File: config.mk
export PLATFORM = sky130hd
export DESIGN_NAME = fifo_rd_stream
export DESIGN_NICKNAME = d
export VERILOG_FILES = /design/src/rtl/fifo_rd_stream.sv
export SDC_FILE = /design/constraint.sdc
export NUM_CORES = 1
export LEC_CHECK = 0
export CORE_MARGIN = 2
export CORE_UTILIZATION = 45
export DETAILED_ROUTE_END_ITERATION = 10
export PLACE_DENSITY_LB_ADDON = 0.25
export SLEW_MARGIN = 10
export SYNTH_ARGS = -nofsm -noshare
export SYNTH_HDL_FRONTEND = slang
export SYNTH_SLANG_ARGS = --single-unit
File: constraint.sdc
create_clock -name rd_clk -period 5.2 [get_ports rd_clk]
set_clock_uncertainty 0.1 [all_clocks]
set_input_delay 0.52 -clock rd_clk [delete_from_list [all_inputs] [get_ports rd_clk]]
set_output_delay 0.52 -clock rd_clk [all_outputs]
set_load 0.05 [all_outputs]
File: src/rtl/fifo_rd_stream.sv
// Drains a synchronous-read FIFO into a valid/ready stream through a 2-entry skid buffer,
// framing the words into fixed-length bursts.
module fifo_rd_stream #(
  parameter int DATA_WIDTH = 16,
  parameter int BURST_LEN  = 256,
  parameter int CNT_WIDTH  = 8
) (
  input  logic                  rd_clk,
  input  logic                  rst,
  input  logic                  en,
  output logic                  rd_en,
  input  logic                  rd_empty,
  input  logic [DATA_WIDTH-1:0] fifo_out,
  output logic                  m_valid,
  input  logic                  m_ready,
  output logic [DATA_WIDTH-1:0] m_data,
  output logic                  m_last,
  output logic [CNT_WIDTH-1:0]  beat_cnt,
  output logic                  burst_done,
  output logic                  busy
);

  localparam logic [CNT_WIDTH-1:0] LAST_BEAT = CNT_WIDTH'(BURST_LEN - 1);

  logic [DATA_WIDTH-1:0] buf_q [2];
  logic [DATA_WIDTH-1:0] buf_d [2];
  logic [1:0]            occ_q, occ_d;
  logic                  inflight_q;
  logic [CNT_WIDTH-1:0]  beat_q, beat_d;
  logic                  burst_done_q;
  logic                  pop;
  logic [2:0]            committed;

  // A slot freed by this cycle's pop may be refilled by a read issued in the same cycle.
  always_comb begin
    pop       = (occ_q != 2'd0) & m_ready;
    committed = {1'b0, occ_q} + {2'b00, inflight_q} - {2'b00, pop};
    rd_en     = en & ~rd_empty & ~rst & (committed < 3'd2);
  end

  always_comb begin
    buf_d[0] = buf_q[0];
    buf_d[1] = buf_q[1];
    occ_d    = occ_q;
    beat_d   = beat_q;
    if (pop) begin
      buf_d[0] = buf_q[1];
      occ_d    = occ_q - 2'd1;
      beat_d   = (beat_q == LAST_BEAT) ? '0 : beat_q + 1'b1;
    end
    // Landing word goes to the tail slot left after any shift.
    if (inflight_q) begin
      if (occ_d == 2'd0) begin
        buf_d[0] = fifo_out;
      end else begin
        buf_d[1] = fifo_out;
      end
      occ_d = occ_d + 2'd1;
    end
  end

  always_ff @(posedge rd_clk) begin
    if (rst) begin
      buf_q[0]     <= '0;
      buf_q[1]     <= '0;
      occ_q        <= 2'd0;
      inflight_q   <= 1'b0;
      beat_q       <= '0;
      burst_done_q <= 1'b0;
    end else begin
      buf_q[0]     <= buf_d[0];
      buf_q[1]     <= buf_d[1];
      occ_q        <= occ_d;
      inflight_q   <= rd_en;
      beat_q       <= beat_d;
      burst_done_q <= pop & m_last;
    end
  end

  assign m_valid    = (occ_q != 2'd0);
  assign m_data     = buf_q[0];
  assign m_last     = m_valid & (beat_q == LAST_BEAT);
  assign beat_cnt   = beat_q;
  assign burst_done = burst_done_q;
  assign busy       = (occ_q != 2'd0) | inflight_q;

  // A capture into a full buffer with no pop would overwrite a live entry.
  assert property (@(posedge rd_clk) disable iff (rst)
    !(inflight_q && (occ_q == 2'd2) && !pop));

endmodule

==> results.md, run 1 <==
- Status: finished clean
- Synthesis warning total: 0
- RSZ-0062 raised after global routing: false
- Detail Route Antenna Nets: 0
- Slowest CP cell: clkdlybuf4s50_1
- Worst Path Buf+Inv: 2
- Max Freq: 262 MHz
- Post-synth top area share: 0.431
- Layout cell share with drive strength beyond 1: 0.0494
- Routability congestion estimate: 0.718
- Global-route wire length before repair: 6.84 mm
- Final Instance Area: 2520 sq um
- Post-synth EDFFs: 0
- VDD IR max: 0.205 mV
- Setup Buffers After CTS: 0
- Die Wd: 71.4 um
- Min Tclk post-route: 3.82 ns
- PwrDens: 487 nW/um^2
- Static Leak: 0.995 nW
- Area after DPL: 2420 sq um
- CTS clk-pin slew, worst paths: 0.08 ns
- Die area: 5100 sq um
- Initial core utilization: 0.470
- Die H: 71.4 um
- Ant diodes: 0
- Synth area leader: dfxtp_1
- Synth top cells by count: dfxtp_1, nand2_1, a21oi_1, nor2_1, buf_4
- Wirelength per Cell: 13.0 um
- #FFs+latches synth: 44
- Crit-path max FO: 7
- Worst hold-check path type: flop to flop
- Synthesized area: 2040 sq um
- Total power: 1.23 mW
- All-layer global routing usage: 0.167
- Root Driver: clkbuf_8
- H-Tree Depth: 2
- Via Count: 1,615
- Post-CTS sizing: 0
- Most common cell in the netlist: dfxtp_1
- Starting DRT DRC Count: 80
- Clock Latency Late Sink: 0.29 ns
- Num CTS Buffers: 5
- # setup viols final: 0
- Hold Vio Cnt, Final: 0
- Critical path required time: 4.58 ns
- Pin count of the biggest net entering global routing: 44
- Worst-margin pin slew: 1.05 ns
- Critical Path Sink Type: output port
- Initial antenna violation count: 0
- # rows: 24
- TNS Setup: 0 ns
- CP top delay family: buffers and inverters
- Critical-path cell list: inv_1 -> ha_1 -> nand2b_1 -> nor2_1 -> o21ai_0 -> fa_1 -> nand2_1 -> nor4_1 -> clkdlybuf4s50_1
- Final worst-path cycle share: 0.735
- Nets: 287
- Critical path class: flop to output port
- Number of global-route vias before repair: 1,546
- CP Launch Type: flop
- DRC: 0
- Ports: 50
- Worst EP arrival: 3.20 ns
- CTS sink count: 44
- Final Max Tran Viols: 0
- Congestion Overflow GR: 0
- Avg Cell Area, Syn: 8.70 sq um
- CTS tree: yes
- Longest Clk Path Bufs: 2
- Max-cap violations: 0
- Layout area overhead: 23.1%
- Avg Vias per Cell: 5.13
- Distinct cells, synth: 35
- Largest stage delay on the critical path: 0.84 ns
- Hold_buf cts: 0
- Port buffer count: 49
- Slew margin rel.: 0.301
- Mapped Cells: 235
- HPWL Detailed: 2.72 mm
- Sequential element share of the synthesized area: 0.431
- Syn Nets: 260
- Final WL: 4.10 mm
- Main flop type after synthesis: dfxtp_1
- TritonRoute pass-1 iters: 4
- Area contributors post-synth: dfxtp_1, mux2i_1, nand2_1, buf_4, a211oi_1
- Core box area: 4350 sq um
- Ys async rst share: 0
## final cells by class
type | count | area, sq um
multi-input cells | 152 | 938
well taps | 52 | 65.1
clock inverters | 2 | 10.0
inverters | 7 | 26.3
clock buffers | 6 | 82.6
fillers | 409 | 1840
flip-flops and latches | 44 | 881
repair buffers | 52 | 513
## kinds of logic (layout without fill, tap and decap cells)
family          count (synthesis)  in the layout  share of synthesized area
compound gates                 47             47                      0.142
xor+xnor                        5              5                     0.0282
fa+ha+maj                       4              4                     0.0282
buf+inv                        39             67                      0.110
flops                          44             44                      0.431
mux                            17             17                     0.0832
simple gates                   79             79                      0.177
## state kept, by name, summed over array words and instances (netlist names)
register and cells:
buf_q 32, beat_cnt 8, occ_q 2, inflight_q 1
burst_done 1
## metal layers
layer | vias to the layer above | track usage | part of all wire
li1 | 837 | - | -
met1 | 746 | 0.205 | 0.46
met2 | 28 | 0.284 | 0.48
met3 | 4 | 0.0492 | 0.045
met4 | 0 | 0.0503 | 0.0093
met5 | - | 0 | 0
## worst reg2reg max path, stage by stage, from the launching register on
cell and delay (ns):
dfxtp_1 0.39, inv_1 0.09, ha_1 0.25, nand2b_1 0.23, buf_4 0.28, a21o_1 0.22
ha_1 0.19, nand2_1 0.77, nor2_1 0.11, a211oi_1 0.25
## cells in the final DEF, fill, tap and decap left out, types with 2 or more instances in the layout
master,n
clkdlybuf4s50_1,49
dfxtp_1,44
nand2_1,37
nor2_1,21
a21oi_1,21
mux2i_1,17
a211oi_1,16
inv_1,7
clkbuf_8,6
nand2b_1,4
o21ai_0,4
nor4_1,4
xor2_1,3
ha_1,3
buf_4,3
nand3_1,2
o31ai_1,2
or4_1,2
or3_1,2
clkinv_2,2
## path summary, 6_finish.rpt
path                startpoint      endpoint  slack [ns]  depth (start not counted)
hold / removal    buf_q[0][29]  buf_q[0][29]        0.36                          2
setup / recovery      occ_q[1]         rd_en        1.38                          9
setup reg to reg      occ_q[1]   buf_q[0][7]        2.22                          9
hold reg to reg   buf_q[0][29]  buf_q[0][29]        0.36                          2
## power breakdown
| group | internal, mW | switching (mW) |
|---|---|---|
| clock network | 0.106 | 0.114 |
| logic | 0.229 | 0.350 |
| registers | 0.391 | 0.0359 |
| total | 0.726 | 0.500 |
## per-stage QoR
stage / instances / utilization / setup WS (ns) / hold slack [ns]
detailed placement: 307 / 0.557 / 1.42 / 0.347
global route: 315 / 0.578 / 1.12 / 0.378
CTS: 315 / 0.578 / 1.35 / 0.357
global placement: 307 / 0.557 / 1.47 / 0.341
floorplan: 235 / - / 1.12 / 0.336
finish: 315 / 0.578 / 1.38 / 0.356
Power figures use the tool's default switching activity.
==> run 2, diff against run 1 <==
==> constraint.sdc (replaced) <==
create_clock -name rd_clk -period 3.7 [get_ports rd_clk]
set_clock_uncertainty 0.1 [all_clocks]
set_input_delay 0.37 -clock rd_clk [delete_from_list [all_inputs] [get_ports rd_clk]]
set_output_delay 0.37 -clock rd_clk [all_outputs]
set_load 0.05 [all_outputs]
==> results.md, run 2 (same netlist as run 1, synthesis figures left out) <==
- Detail Route Antenna Nets: 0
- R2R setup slack: 1.00 ns
- Static Leak: 1.02 nW
- Status: finished clean
- Congestion Overflow GR: 0
- Die Wd: 71.4 um
- Reg2reg end: buf_q[0][23]
- Clock Latency Late Sink: 0.30 ns
- Wirelength per Cell: 12.8 um
- Crit. path cell count: 9
- End point of the critical path: rd_en
- H-Tree Depth: 2
- Max FFs per register: 32
- RSZ-0062 raised after global routing: false
- Slew margin rel.: 0.574
- Setup Buffers After CTS: 0
- Multi-input logic area: 945 sq um
- CP Launch Type: flop
- Min Tclk post-route: 3.19 ns
- Number of global-route vias before repair: 1,587
- Post-CTS sizing: 0
- Longest Clk Path Bufs: 2
- CTS tree: yes
- All-layer global routing usage: 0.176
- Initial antenna violation count: 0
- Worst hold-check path type: flop to flop
- CTS sink count: 44
- PwrDens: 708 nW/um^2
- CP top delay family: simple AND/OR/NAND/NOR gates
- Avg Vias per Cell: 5.18
- Layout cell share with drive strength beyond 1: 0.0606
- # setup viols final: 0
- Port buffer count: 49
- R2R depth: 10
- Starting DRT DRC Count: 47
- Largest stage delay on the critical path: 0.52 ns
- Hold_buf cts: 0
- Final Max Tran Viols: 0
- Worst-margin pin slew: 0.639 ns
- Global-route wire length before repair: 7.18 mm
- Max Freq: 313 MHz
- VDD IR max: 0.317 mV
- Final WL: 4.04 mm
- Fillers: 385
- Num CTS Buffers: 5
- TritonRoute pass-1 iters: 4
- Max-cap violations: 0
- FF+latch area: 881 sq um
- Total power: 1.82 mW
- Nets: 288
- Die area: 5100 sq um
- Worst EP arrival: 2.72 ns
- HPWL Detailed: 2.62 mm
- DRC: 0
- Core box area: 4350 sq um
- Critical path class: flop to output port
- Final worst-path cycle share: 0.862
- Ports: 50
- Hold Vio Cnt, Final: 0
- Via Count: 1,636
- Ant diodes: 0
- Slowest CP cell: fa_1
- # rows: 24
- Die H: 71.4 um
- Initial core utilization: 0.470
- Routability congestion estimate: 0.733
- Worst Path Buf+Inv: 2
- TNS Setup: 0 ns
- Worst setup margin: 0.509 ns
- Crit-path max FO: 7
- Most frequent cells in the layout: clkdlybuf4s50_1, dfxtp_1, nand2_1
- Reg with most FFs: buf_q
- Critical-path cell list: inv_1 -> ha_1 -> nand2b_1 -> nor2_1 -> o21ai_0 -> fa_1 -> nand2_1 -> nor4_2 -> buf_12
- Pin count of the biggest net entering global routing: 44
- Commonest non-fill, non-tap cell in the layout: clkdlybuf4s50_1
- Root Driver: clkbuf_8
- CTS clk-pin slew, worst paths: 0.08 ns
- Critical path required time: 3.23 ns
- Place WS: 0.738 ns
- Worst reg2reg path startpoint: occ_q[1]
- Worst setup startpoint: occ_q[1]
- Critical Path Sink Type: output port
- Layout area overhead: 25.6%
run 2: cell types whose count changed in the layout (fill, tap and decap cells not counted), sizes merged:
cell / previous run / this run
buf: 3 / 5
clkdlybuf4s50: 49 / 48
bufinv: 0 / 1
clkinv: 2 / 1
run 2: tightest hold or removal path, delay by kind of cell (launching register included):
kind | cells | cell delay [ns]
simple gates | 1 | 0.05
compound gates | 1 | 0.05
flops | 1 | 0.31
run 2: worst min-delay path by stage:
stage | from | cells after the start | end | slack, ns
after CTS | buf_q[0][28] | 2 | buf_q[0][28] | 0.36
after floorplan | buf_q[0][16] | 2 | buf_q[0][16] | 0.34
after detailed placement | buf_q[0][26] | 2 | buf_q[0][26] | 0.35
after global routing | buf_q[0][18] | 2 | buf_q[0][18] | 0.38
after global placement | buf_q[0][29] | 2 | buf_q[0][29] | 0.34
final | buf_q[0][28] | 2 | buf_q[0][28] | 0.36
run 2: where the power goes:
| group | total, mW | switching, mW | leakage (nW) | internal [mW] |
|---|---|---|---|---|
| sequential | 0.599 | 0.0498 | 0.356 | 0.550 |
| clock | 0.389 | 0.168 | 0.0614 | 0.221 |
| combinational | 0.831 | 0.501 | 0.598 | 0.331 |
| total | 1.82 | 0.719 | 1.02 | 1.10 |
run 2: layout make-up:
type / instances / area share
sequential: 44 / 0.343
tap: 52 / 0.0253
clock buffer: 6 / 0.0321
multi-input combinational: 152 / 0.368
inverter: 7 / 0.0102
timing repair buffer: 53 / 0.207
clock inverter: 2 / 0.0151
run 2: routing by layer:
| layer | global-route usage | share of wire | up-vias |
|---|---|---|---|
| met5 | 0 | 0 | - |
| met4 | 0.0881 | 0.025 | 0 |
| met3 | 0.0338 | 0.038 | 10 |
| met2 | 0.282 | 0.45 | 30 |
| met1 | 0.227 | 0.48 | 753 |
| li1 | - | - | 843 |
run 2: through the flow:
stage | std cells | utilization | instance area [sq um] | hold slack [ns]
2_1_floorplan | 235 | - | 2050 | 0.336
3_3_place_gp | 308 | 0.562 | 2450 | 0.342
3_5_place_dp | 308 | 0.562 | 2450 | 0.347
4_1_cts | 316 | 0.590 | 2570 | 0.359
5_1_grt | 316 | 0.590 | 2570 | 0.378
6_report | 316 | 0.590 | 2570 | 0.357
==> run 3, diff against run 2 <==
--- a/config.mk
+++ b/config.mk
@@ -8,7 +8,7 @@
 export CORE_MARGIN = 2
 export CORE_UTILIZATION = 45
 export DETAILED_ROUTE_END_ITERATION = 10
-export PLACE_DENSITY_LB_ADDON = 0.25
+export PLACE_DENSITY = 0.77
 export SLEW_MARGIN = 10
 export SYNTH_ARGS = -nofsm -noshare
 export SYNTH_HDL_FRONTEND = slang
==> results.md, run 3 (same netlist as run 1, synthesis figures left out) <==
- Hold Crit Start: buf_q[0][18]
- Most frequent cells in the layout: clkdlybuf4s50_1, dfxtp_1, nand2_1
- Ant diodes: 0
- H-Tree Depth: 2
- Avg Vias per Cell: 5.21
- Critical path required time: 3.23 ns
- Global-route wire length before repair: 7.03 mm
- Starting DRT DRC Count: 77
- Core box area: 4350 sq um
- Pin count of the biggest net entering global routing: 44
- Final Max Tran Viols: 0
- Worst EP arrival: 2.60 ns
- Post-CTS sizing: 0
- HPWL Detailed: 2.74 mm
- CP Launch Type: flop
- Status: finished clean
- Min Tclk post-route: 3.07 ns
- Number of global-route vias before repair: 1,589
- DRC: 0
- Final WL: 4.07 mm
- Fillers: 379
- CTS sink count: 44
- Worst-margin pin slew: 0.650 ns
- Max Freq: 326 MHz
- Setup Buffers After CTS: 0
- Max FFs per register: 32
- Die Wd: 71.4 um
- Worst hold-check path type: flop to flop
- Worst reg2reg path startpoint: occ_q[0]
- Final worst-path cycle share: 0.829
- Commonest non-fill, non-tap cell in the layout: clkdlybuf4s50_1
- # rows: 24
- Reg with most FFs: buf_q
- Crit-path max FO: 7
- Critical path class: flop to output port
- Static Leak: 1.01 nW
- CTS clk-pin slew, worst paths: 0.08 ns
- Via Count: 1,647
- Nets: 288
- Worst setup startpoint: occ_q[1]
- Port buffer count: 49
- Die H: 71.4 um
- Die area: 5100 sq um
- PwrDens: 702 nW/um^2
- Hold_buf cts: 0
- TNS Setup: 0 ns
- Slew margin rel.: 0.567
- Num CTS Buffers: 5
- TritonRoute pass-1 iters: 4
- Layout cell share with drive strength beyond 1: 0.0606
- Total power: 1.80 mW
- Max-cap violations: 0
- Critical Path Sink Type: output port
- Layout area overhead: 25.4%
- All-layer global routing usage: 0.174
- Longest Clk Path Bufs: 2
- Initial core utilization: 0.470
- Congestion Overflow GR: 0
- RSZ-0062 raised after global routing: false
- Wirelength per Cell: 12.9 um
- Routability congestion estimate: 0.777
- # setup viols final: 0
- VDD IR max: 0.295 mV
- Ports: 50
- Root Driver: clkbuf_8
- Detail Route Antenna Nets: 0
- Hold Vio Cnt, Final: 0
- Initial antenna violation count: 0
- CTS tree: yes
- Clock Latency Late Sink: 0.30 ns
[run 3: changes by cell type in the layout (fill, tap and decap cells not counted), sizes merged]
cell    delta
clkinv     +1
clkbuf     -1
[run 3: area by class of cell]
cell class | instances | area (sq um) | share of cell area
well taps | 52 | 65.1 | 0.0254
repair buffers | 53 | 531 | 0.207
flip-flops and latches | 44 | 881 | 0.344
inverters | 7 | 26.3 | 0.0102
clock buffers | 5 | 68.8 | 0.0268
multi-input cells | 152 | 945 | 0.368
clock inverters | 3 | 47.5 | 0.0185
[run 3: worst paths after layout]
check	slack, ns	endpoint	cells after the start
worst max-delay path	0.63	rd_en	9
worst min-delay path	0.36	buf_q[0][18]	2
worst max register to register	1.12	buf_q[0][16]	9
worst min register to register	0.36	buf_q[0][18]	2
[run 3: report_power, final]
part	leakage (nW)	total, mW	switching, mW	internal, mW
combinational	0.598	0.827	0.499	0.329
sequential	0.356	0.600	0.0505	0.550
clock	0.0583	0.372	0.169	0.203
total	1.01	1.80	0.718	1.08
[run 3: worst max-delay path, stage by stage, from the launching register on]
cell      delay (ns)
dfxtp_1         0.40
inv_1           0.09
ha_1            0.24
nand2b_1        0.18
nor2_1          0.17
o21ai_0         0.14
fa_1            0.50
nand2_1         0.08
nor4_2          0.32
buf_12          0.18
[run 3: per-layer routing]
layer / vias to the layer above / wire length [um] / GRT usage
met3: 6 / 195 / 0.0436
met5: - / 0 / 0
li1: 843 / - / -
met4: 0 / 57 / 0.0713
met2: 35 / 2070 / 0.298
met1: 763 / 1750 / 0.207
[run 3: through the flow]
step,utilization,hold WS [ns],worst slack [ns],cell area [sq um],std cells
2_1_floorplan,-,0.336,0.331,2050,235
3_3_place_gp,0.562,0.341,0.866,2450,308
3_5_place_dp,0.562,0.347,0.806,2450,308
4_1_cts,0.589,0.359,0.586,2560,316
5_1_grt,0.589,0.383,0.370,2560,316
6_report,0.589,0.357,0.633,2560,316
